--- config.mk ---
export PLATFORM = sky130hd
export DESIGN_NAME = arbitro_param
export DESIGN_NICKNAME = d
export VERILOG_FILES = /design/src/rtl/arbitro_param.sv
export SDC_FILE = /design/constraint.sdc
export NUM_CORES = 1
export LEC_CHECK = 0
export ABC_CLOCK_PERIOD_IN_PS = 4450
export BUFFER_PORTS_ARGS = -buffer_cell sky130_fd_sc_hd__buf_4
export CORE_MARGIN = 1
export CORE_UTILIZATION = 37
export CTS_CLUSTER_DIAMETER = 150
export DETAILED_ROUTE_END_ITERATION = 8
export GPL_TIMING_DRIVEN = 0
export PLACE_DENSITY = 0.73
export SETUP_SLACK_MARGIN = 0.5
export SYNTH_ARGS = -nofsm -noshare
export SYNTH_HDL_FRONTEND = slang
export SYNTH_SLANG_ARGS = --single-unit
export TNS_END_PERCENT = 5
--- constraint.sdc ---
create_clock -name clk -period 4.45 [get_ports clk]
set_input_delay 0.89 -clock clk [delete_from_list [all_inputs] [get_ports clk]]
set_output_delay 0.89 -clock clk [all_outputs]
set_load 0.05 [all_outputs]
--- src/rtl/arbitro_param.sv ---
// N-to-N word router: arbitrates FIFO heads by round-robin or fixed priority and
// forwards each granted word to the output FIFO named in its destination field.
module arbitro_param #(
    parameter int N  = 4,
    parameter int DW = 10,
    parameter int CW = 8
) (
    input  logic            clk,
    input  logic            rst,
    input  logic            modo,
    input  logic [N-1:0]    empty,
    input  logic [N*DW-1:0] data_poped,
    input  logic [N-1:0]    alm_full,
    output logic [N-1:0]    pop,
    output logic [N-1:0]    push,
    output logic [N*DW-1:0] data_pushed,
    output logic [N*CW-1:0] cuenta,
    output logic            idle
);

    localparam int LN = $clog2(N);

    typedef enum logic {IDLE, ACTIVE} state_t;

    state_t          state_reg;
    state_t          state_next;
    logic [LN-1:0]   ptr_reg;
    logic            stage_valid_reg;
    logic [DW-1:0]   stage_data_reg;
    logic [LN-1:0]   stage_dest_reg;
    logic [CW-1:0]   cnt_reg [N];

    logic [LN-1:0]   dest [N];
    logic [N-1:0]    eligible;
    logic            grant_valid;
    logic            grant_en;
    logic [LN-1:0]   grant_idx;
    logic [LN-1:0]   rr_idx;

    generate
        for (genvar gi = 0; gi < N; gi++) begin : g_in
            assign dest[gi]     = data_poped[gi*DW + DW-1 -: LN];
            assign eligible[gi] = !empty[gi] && !alm_full[dest[gi]];
        end
    endgenerate

    // Descending scans so the highest-priority candidate is assigned last and wins.
    always_comb begin
        grant_valid = 1'b0;
        grant_idx   = '0;
        rr_idx      = '0;
        if (modo) begin
            for (int k = N-1; k >= 0; k--) begin
                if (eligible[k]) begin
                    grant_valid = 1'b1;
                    grant_idx   = k[LN-1:0];
                end
            end
        end else begin
            for (int k = N; k >= 1; k--) begin
                rr_idx = ptr_reg + k[LN-1:0];
                if (eligible[rr_idx]) begin
                    grant_valid = 1'b1;
                    grant_idx   = rr_idx;
                end
            end
        end
    end

    // Reset gates the read strobe directly so no FIFO is popped while held in reset.
    assign grant_en = grant_valid && rst;

    always_comb begin
        pop = '0;
        if (grant_en) begin
            pop[grant_idx] = 1'b1;
        end
    end

    always_ff @(posedge clk or negedge rst) begin
        if (!rst) begin
            state_reg       <= IDLE;
            ptr_reg         <= LN'(N-1);
            stage_valid_reg <= 1'b0;
            stage_data_reg  <= '0;
            stage_dest_reg  <= '0;
            for (int j = 0; j < N; j++) begin
                cnt_reg[j] <= '0;
            end
        end else begin
            state_reg       <= state_next;
            stage_valid_reg <= grant_en;
            if (grant_en) begin
                stage_data_reg <= data_poped[grant_idx*DW +: DW];
                stage_dest_reg <= dest[grant_idx];
                if (!modo) begin
                    ptr_reg <= grant_idx;
                end
            end
            if (stage_valid_reg) begin
                cnt_reg[stage_dest_reg] <= cnt_reg[stage_dest_reg] + 1'b1;
            end
        end
    end

    // The stage drains every cycle, so it is empty after this edge exactly when nothing is granted.
    always_comb begin
        state_next = state_reg;
        case (state_reg)
            IDLE:    if (grant_en)  state_next = ACTIVE;
            ACTIVE:  if (!grant_en) state_next = IDLE;
            default: state_next = IDLE;
        endcase
    end

    assign idle = (state_reg == IDLE) && !stage_valid_reg && !grant_en;

    generate
        for (genvar gi = 0; gi < N; gi++) begin : g_out
            assign push[gi]                = stage_valid_reg && (stage_dest_reg == LN'(gi));
            assign data_pushed[gi*DW +: DW] = push[gi] ? stage_data_reg : '0;
            assign cuenta[gi*CW +: CW]      = cnt_reg[gi];
        end
    endgenerate

endmodule

==> impl_results.md, run 1 <==
- Initial drt markers: 145
- Die Y: 95.2 um
- Most frequent cells in the layout: 133 x buf_4, 43 x dfrtp_1, 37 x nor2_1
- Worst-path maximum fanout: 10
- Crit path time final: 3790 ps
- Max FFs per register: 32
- Ys flop type: dfrtp_1
- Hold Path Sink: cuenta[31]$_DFFE_PN0P_
- Syn avg cell area: 8.69 sq um
- Status: completed
- PwrDens: 650 mW/mm^2
- Critical path class: in2out
- DR pass1 iterations: 4
- Number of distinct library cells after synthesis: 49
- Peak VDD IR: 292 uV
- Area of the multi-input gates: 0.00188 sq mm
- Pre-CTS WS: 480 ps
- Endpoints failing setup: 0
- Int Pwr: 1.33 mW
- Share of layout cells above drive strength 1: 0.350
- IO Port Bufs: 127
- DRC Markers: 0
- IO Pins: 132
- Number of buffers created by CTS: 5
- Final Max Tran Viols: 0
- Initial antenna violation count: 0
- Max cap viols: 0
- Count of flip-flops with a built-in enable after synthesis: 0
- Reg2reg setup slack: 1880 ps
- First-pass GRT wire length: 15700 um
- RSZ-0062 raised after global routing: no
- Final hold vios: 0
- Logic pwr share: 0.648
- Final-layout fill cell count: 779
- Worst hold start: cuenta[31]$_DFFE_PN0P_
- Slew @ Worst Pin: 542 ps
- Total GRT Usage: 0.225
- Leakage: 2.06 nW
- Part of the cycle the worst path needs: 0.852
- Worst setup margin: 657 ps
- F_max: 264 MHz
- Worst EP required: 3560 ps
- #FFs+latches synth: 45
- Ys async rst share: 1.00
- Final Util: 0.531
- Clock Sinks: 45
- Register area share after synthesis: 0.351
- Yosys warns: 0
- Reg2Reg Depth: 9
- WHS Path Cells: 2
- Clock Latency Late Sink: 300 ps
- Final TNS setup: 0 ps
- Worst R2R End: stage_data_reg[8]$_DFFE_PN0P_
- GP Congestion: 0.873
- DR vias: 3355
- Commonest non-fill, non-tap cell in the layout: buf_4
- H-Tree Depth: 2
- Clock Skew: 8.13 ps
- Worst min-delay path category: reg2reg
- DIE AREA: 0.00907 sq mm
- DRT antenna net count: 0
- Switching Share: 0.536
- DR WL/cell: 16.2 um
- Longest Clk Path Bufs: 2
- P&R area growth vs syn: 36.9%
- Total power: 2.86 mW
- Clk slew on worst S/H paths: 80 ps
- Hold Slack: 521 ps
- Row count: 33
- Inserted Diodes: 0
- Crit start category: primary input
- Crit path DAT: 2900 ps
- Gate Count Post-Synth: 370
- Vias per inst: 5.47
- Final wirelength: 9910 um
- Post-Syn Area: 0.00322 sq mm
- Slew HR: 0.630
- CTS Root Cell: clkbuf_8
- Post-DP HPWL: 7790 um
- Sequential Power Share: 0.266
- Core area: 0.00830 sq mm
- Die W: 95.2 um
- Grt ovf: 0
- Clk pwr share: 0.086
- Pin count of the biggest net entering global routing: 47
- Vias in the first global route: 3158
- Setup crit end kind: primary output
- Sw power: 1.53 mW
- Worst r2r src: ptr_reg[1]$_DFFE_PN1P_
- Register area: 0.00113 sq mm
- Nets: 559
- CTS tree: built
- Initial Util: 0.388
-- layout make-up --
cell class / count / area share
plain buffers: 33 / 0.0384
clock inverters: 1 / 0.00114
multi-input cells: 278 / 0.426
flip-flops and latches: 45 / 0.256
inverters: 17 / 0.0145
well taps: 105 / 0.0298
repair buffers: 127 / 0.216
clock buffers: 7 / 0.0173
-- synthesized netlist by cell type, types with 2 or more instances --
| master | n | area [sq um] |
|---|---|---|
| a2111oi_0 | 8 | 70.1 |
| a2111oi_2 | 2 | 30.0 |
| a211oi_1 | 19 | 143 |
| a21oi_1 | 34 | 170 |
| a221oi_1 | 2 | 17.5 |
| a22o_1 | 2 | 17.5 |
| a22oi_1 | 2 | 15.0 |
| and2_1 | 34 | 213 |
| and3_1 | 6 | 37.5 |
| buf_2 | 5 | 25.0 |
| buf_4 | 6 | 45.0 |
| buf_6 | 2 | 22.5 |
| clkbuf_1 | 20 | 75.1 |
| dfrtp_1 | 43 | 1080 |
| dfstp_2 | 2 | 52.6 |
| inv_1 | 16 | 60.1 |
| mux2_2 | 5 | 56.3 |
| mux2i_1 | 8 | 80.1 |
| mux4_2 | 8 | 180 |
| nand2_1 | 26 | 97.6 |
| nand2b_1 | 2 | 12.5 |
| nand3_1 | 12 | 60.1 |
| nor2_1 | 37 | 139 |
| nor2b_1 | 3 | 18.8 |
| nor3b_1 | 12 | 90.1 |
| o21ai_0 | 18 | 90.1 |
| o21ai_1 | 2 | 10.0 |
| o22ai_2 | 2 | 25.0 |
| o31ai_1 | 6 | 45.0 |
| o31ai_2 | 2 | 25.0 |
| or2_2 | 2 | 12.5 |
| xnor2_1 | 3 | 26.3 |
| xor2_1 | 3 | 26.3 |
-- critical path: stages --
cell and delay [ps]:
buf_4 130, mux2i_1 150, a22oi_2 350, buf_2 300
nand2_1 110, o21ai_2 230, buf_2 260, inv_1 130
nor2_1 140, buf_4 210
-- what timing repair did --
| item | CTS | global route |
|---|---|---|
| hold buffers | 0 | 0 |
| resized for setup | 1 | 3 |
| buffers inserted | 0 | 0 |
| hold endpoints to repair | 0 | 0 |
| endpoints found under the setup margin | 5 | 5 |
-- layer usage --
layer	global-route usage	share of wire	vias to the layer above
li1	-	-	1592
met1	0.289	0.41	1607
met2	0.389	0.50	147
met3	0.0439	0.074	9
met4	0.0480	0.0081	0
met5	0	0	-
-- how the worst max path moves through the flow --
stage                        end  slack, ps           start
after global placement      idle        580   data_poped[9]
after floorplan           pop[1]        670  data_poped[39]
after CTS                   idle        600   data_poped[9]
after detailed placement    idle        480   data_poped[9]
final                       idle        660   data_poped[9]
after global routing      pop[0]        510   data_poped[9]
-- kinds of logic (layout without fill, tap and decap cells) --
family | Yosys count | in the layout | share of synthesized area
adders and majority gates | 1 | 1 | 0.00389
muxes | 21 | 21 | 0.0984
and+or+nand+nor | 136 | 136 | 0.217
AOI/OAI and AO/OA | 110 | 110 | 0.240
DFF | 45 | 45 | 0.351
buffers and inverters | 50 | 185 | 0.0720
xor gates and xnor gates | 6 | 6 | 0.0163
other | 1 | 4 | 0.00117
-- power by group through the flow --
stage	sequential [mW]	clock, mW	combinational, mW
finish	0.762	0.245	1.86
global route	0.787	0.271	1.97
CTS	0.760	0.250	1.86
detailed placement	0.770	0	1.85
global placement	0.760	0	1.82
floorplan	1.22	0	0.837
-- stage by stage --
step	area, sq um	instances
after floorplan	3230	373
after global placement	4310	605
after detailed placement	4310	605
after CTS	4400	613
after global routing	4400	613
final	4400	613
No activity file was read; power rests on OpenSTA's default activity.
==> inputs of run 2 (changes only) <==
--- a/config.mk
+++ b/config.mk
@@ -5,14 +5,14 @@
 export SDC_FILE = /design/constraint.sdc
 export NUM_CORES = 1
 export LEC_CHECK = 0
-export ABC_CLOCK_PERIOD_IN_PS = 4450
+export ABC_CLOCK_PERIOD_IN_PS = 3400
 export BUFFER_PORTS_ARGS = -buffer_cell sky130_fd_sc_hd__buf_4
 export CORE_MARGIN = 1
-export CORE_UTILIZATION = 37
+export CORE_UTILIZATION = 31
 export CTS_CLUSTER_DIAMETER = 150
 export DETAILED_ROUTE_END_ITERATION = 8
 export GPL_TIMING_DRIVEN = 0
-export PLACE_DENSITY = 0.73
+export PLACE_DENSITY = 0.67
 export SETUP_SLACK_MARGIN = 0.5
 export SYNTH_ARGS = -nofsm -noshare
 export SYNTH_HDL_FRONTEND = slang
==> constraint.sdc (replaced) <==
create_clock -name clk -period 3.4 [get_ports clk]
set_input_delay 0.68 -clock clk [delete_from_list [all_inputs] [get_ports clk]]
set_output_delay 0.68 -clock clk [all_outputs]
set_load 0.05 [all_outputs]
==> run 2 against run 1 <==
Effect of this change:
- clock power up 29%
- sequential share of layout area down 3.3 points
- total power up 38%
- worst setup slack worse by 390 ps
- count of clock-buffer cells in the layout down 1
- worst hold slack worse by 130 ps
- register-to-register slack worse by 1500 ps
==> impl_results.md, run 2 (synthesis gave the netlist of run 1 again) <==
- Total power: 3.95 mW
- Max FFs per register: 32
- Row count: 36
- Peak VDD IR: 581 uV
- Leakage: 2.32 nW
- DIE AREA: 0.0108 sq mm
- Vias per inst: 5.27
- Die Y: 104 um
- DRT antenna net count: 0
- Critical path class: in2out
- CTS Hold Buffers Added: 0
- Clock Latency Late Sink: 290 ps
- IO Port Bufs: 127
- Hold Slack: 390 ps
- Clock Skew: 5.86 ps
- Worst setup margin: 266 ps
- Core area: 0.00991 sq mm
- DR pass1 iterations: 5
- Initial Util: 0.325
- Setup crit end kind: primary output
- Endpoints failing setup: 0
- Most frequent cells in the layout: 157 x buf_4, 43 x dfrtp_1, 34 x and2_1
- DR vias: 3570
- Area of the multi-input gates: 0.00209 sq mm
- Vias in the first global route: 3420
- Final Max Tran Viols: 0
- DRC Markers: 0
- Final TNS setup: 0 ps
- Part of the cycle the worst path needs: 0.922
- Max cap viols: 0
- Nets: 595
- Status: completed
- Final Util: 0.509
- Die W: 104 um
- PwrDens: 782 mW/mm^2
- Crit path time final: 3130 ps
- Slew HR: 0.583
- Worst EP required: 2720 ps
- Slew @ Worst Pin: 610 ps
- GP Congestion: 0.808
- Crit start category: primary input
- DR WL/cell: 16.7 um
- Inserted Diodes: 0
- Commonest non-fill, non-tap cell in the layout: buf_4
- Pre-CTS WS: -113 ps
- Clk slew on worst S/H paths: 80 ps
- Pin count of the biggest net entering global routing: 47
- RSZ-0062 raised after global routing: yes
- Clock Sinks: 45
- Final wirelength: 11300 um
- Register area: 0.00113 sq mm
- P&R area growth vs syn: 56.9%
- Number of buffers created by CTS: 5
- Final hold vios: 0
- IO Pins: 132
- Longest Clk Path Bufs: 2
- H-Tree Depth: 2
- Grt ovf: 0
- Initial drt markers: 228
- Post-DP HPWL: 7830 um
- Final-layout fill cell count: 902
- CTS Root Cell: clkbuf_8
- Share of layout cells above drive strength 1: 0.456
- Worst min-delay path category: in2async
- Crit path DAT: 2450 ps
- F_max: 319 MHz
- Total GRT Usage: 0.199
- First-pass GRT wire length: 17500 um
- Worst-path maximum fanout: 5
- Initial antenna violation count: 0
- CTS tree: built
run 2: changes by cell type in the layout (fill, tap and decap cells not counted), sizes merged:
cell | before | now
buf | 140 | 178
clkbuf | 27 | 24
clkinv | 1 | 2
clkinvlp | 0 | 1
inv | 17 | 16
run 2: timing repair:
action                     CTS  global route
resized for setup           36            35
setup buffers               26             9
pin swaps                   15            19
setup endpoints to repair   33            34
gates cloned                 0             1
run 2: layout make-up:
type | count | share of cell area
clock buffer | 6 | 0.0144
sequential | 45 | 0.224
multi-input combinational | 278 | 0.414
buffer | 33 | 0.0436
tap | 133 | 0.0330
timing repair buffer | 163 | 0.256
inverter | 17 | 0.0134
clock inverter | 2 | 0.00198
run 2: final timing paths:
path | endpoint | startpoint | cells after the start | slack, ps
setup / recovery | pop[1] | data_poped[39] | 11 | 270
setup reg to reg | ptr_reg[0]$_DFFE_PN1P_ | ptr_reg[1]$_DFFE_PN1P_ | 20 | 390
min in group clk | cuenta[28]$_DFFE_PN0P_ | cuenta[28]$_DFFE_PN0P_ | 2 | 520
hold reg to reg | cuenta[28]$_DFFE_PN0P_ | cuenta[28]$_DFFE_PN0P_ | 2 | 520
max in group asynchronous | cuenta[4]$_DFFE_PN0P_ | rst | 1 | 2610
hold / removal | cuenta[19]$_DFFE_PN0P_ | rst | 1 | 390
run 2: per-layer routing:
layer	part of all wire	wire length, um	vias to the layer above	track usage
li1	-	-	1661	-
met1	0.40	4460	1687	0.251
met2	0.51	5760	207	0.359
met3	0.081	919	15	0.0307
met4	0.014	159	0	0.0429
met5	0	0	-	0
run 2: critical path, cell delays in order:
cell     delay (ps)
buf_6           110
mux2i_4         190
a22oi_4         260
buf_4           180
o22ai_4          80
nor4_4          340
buf_4           180
a21o_4          130
buf_8           110
nor2_4           40
buf_6           140
run 2: per-stage QoR:
stage	instance area (sq um)	cells
CTS	4840	667
finish	5050	677
global placement	4420	633
global route	5050	677
floorplan	3300	373
detailed placement	4420	633
run 2: power breakdown:
group,total [mW],switching (mW),internal (mW),leakage (nW)
clock network,0.315,0.172,0.143,0.0450
logic,2.63,1.69,0.938,1.75
registers,1.00,0.218,0.781,0.525
total,3.95,2.08,1.86,2.32
==> inputs of run 3 (changes only) <==
--- a/config.mk
+++ b/config.mk
@@ -5,7 +5,7 @@
 export SDC_FILE = /design/constraint.sdc
 export NUM_CORES = 1
 export LEC_CHECK = 0
-export ABC_CLOCK_PERIOD_IN_PS = 3400
+export ABC_CLOCK_PERIOD_IN_PS = 2500
 export BUFFER_PORTS_ARGS = -buffer_cell sky130_fd_sc_hd__buf_4
 export CORE_MARGIN = 1
 export CORE_UTILIZATION = 31
==> constraint.sdc (replaced) <==
create_clock -name clk -period 2.5 [get_ports clk]
set_input_delay 0.5 -clock clk [delete_from_list [all_inputs] [get_ports clk]]
set_output_delay 0.5 -clock clk [all_outputs]
set_load 0.05 [all_outputs]
==> run 3 against run 2 <==
Effect of this change:
- the flow now finishes with violations (setup timing)
- worst setup slack got worse by 530 ps
- sequential share of layout area decreased by 4.0 points
- register-to-register slack got worse by 570 ps
- critical path depth unchanged
- largest power group unchanged
==> impl_results.md, run 3 (synthesis gave the netlist of run 1 again) <==
- Grt ovf: 0
- Final hold vios: 0
- Share of layout cells above drive strength 1: 0.615
- H-Tree Depth: 2
- Final wirelength: 12800 um
- First-pass GRT wire length: 20100 um
- Leakage: 2.63 nW
- Number of buffers created by CTS: 5
- Endpoints failing setup: 6
- Die Y: 104 um
- Hold Slack: 204 ps
- DRT antenna net count: 0
- Worst setup margin: -259 ps
- Clock Sinks: 45
- Fin area: 0.00615 sq mm
- Final Max Tran Viols: 0
- Reg2Reg Depth: 18
- Initial Util: 0.325
- Total GRT Usage: 0.234
- P&R area growth vs syn: 91.1%
- PwrDens: 1070 mW/mm^2
- Clk slew on worst S/H paths: 80 ps
- Crit path time final: 2760 ps
- Failing checks: setup timing
- Commonest non-fill, non-tap cell in the layout: buf_4
- CTS Hold Buffers Added: 0
- Worst R2R End: ptr_reg[0]$_DFFE_PN1P_
- Setup crit end kind: primary output
- Inserted Diodes: 0
- Nets: 599
- Part of the cycle the worst path needs: 1.10
- Slew HR: 0.592
- Row count: 36
- Longest Clk Path Bufs: 2
- DR vias: 3659
- CTS Root Cell: clkbuf_8
- Initial drt markers: 146
- Worst r2r src: ptr_reg[1]$_DFFE_PN1P_
- Worst EP required: 2000 ps
- Status: complete, but fails checks
- Vias per inst: 5.37
- Slew @ Worst Pin: 612 ps
- CTS tree: built
- Peak VDD IR: 878 uV
- Worst Setup SP: data_poped[39]
- Clock Skew: 4.99 ps
- Clock Latency Late Sink: 300 ps
- DR pass1 iterations: 5
- Post-DP HPWL: 8120 um
- Most frequent cells in the layout: 108 x buf_4, 45 x buf_8, 41 x dfrtp_1
- DIE AREA: 0.0108 sq mm
- GP Congestion: 0.843
- IO Port Bufs: 127
- Critical path class: in2out
- Final Util: 0.620
- Reg2reg setup slack: -180 ps
- Max cap viols: 0
- Crit path DAT: 2260 ps
- DRC Markers: 0
- Die W: 104 um
- Pre-CTS WS: -404 ps
- DR WL/cell: 18.8 um
- Worst-path maximum fanout: 3
- Crit start category: primary input
- Vias in the first global route: 3729
- Pin count of the biggest net entering global routing: 47
- IO Pins: 132
- Core area: 0.00991 sq mm
- Worst min-delay path category: in2async
- Initial antenna violation count: 0
- RSZ-0062 raised after global routing: yes
- F_max: 362 MHz
- Max FFs per register: 32
- Area post-placement: 0.00449 sq mm
## run 3: area by class of cell
type / instances / area, sq um
buffer: 33 / 445
clock buffer: 5 / 68.8
clock inverter: 3 / 65.1
fill: 796 / 3760
inverter: 17 / 91.3
multi-input combinational: 279 / 2510
sequential: 45 / 1130
tap: 133 / 166
timing repair buffer: 166 / 1670
## run 3: per-layer routing
metal | up-vias | GRT usage | routed length, um
met1 | 1785 | 0.301 | 5180
met4 | 0 | 0.0602 | 209
met5 | - | 0 | 0
met3 | 17 | 0.0332 | 910
li1 | 1684 | - | -
met2 | 173 | 0.410 | 6520
## run 3: power by group
part	internal (mW)	total, mW	switching, mW	leakage, nW
combinational	1.81	4.51	2.70	2.04
sequential	1.06	1.40	0.337	0.523
clock	0.397	0.657	0.260	0.0681
## run 3: how the worst max path moves through the flow
stage	endpoint	slack [ps]	depth (start not counted)
floorplan	pop[0]	9	8
global placement	pop[3]	-400	10
detailed placement	pop[3]	-400	10
CTS	pop[1]	-160	11
global route	pop[1]	-310	11
finish	pop[1]	-260	11
## run 3: critical path, stage by stage
cell and delay (ps):
buf_8 100, mux2i_4 290, a22oi_4 140, buf_6 150, a211oi_4 250, nor4_4 90, buf_4 150, a21o_4 210
buf_8 130, nor2_4 110, buf_8 150
## run 3: timing repair
action                                 in CTS  in global routing
resized for setup                         240                 64
pin swaps                                  31                 20
cloned                                      3                  0
endpoints found under the hold margin       0                  0
buffers inserted                           36                  1
setup endpoints to repair                  87                 70
## run 3: metrics by stage
step | total power [mW] | TNS (ps) | std cells
floorplan | 3.72 | 0 | 373
global placement | 4.69 | -4780 | 633
detailed placement | 4.76 | -5930 | 633
CTS | 6.09 | -681 | 680
global route | 6.88 | -1610 | 681
finish | 6.57 | -1230 | 681
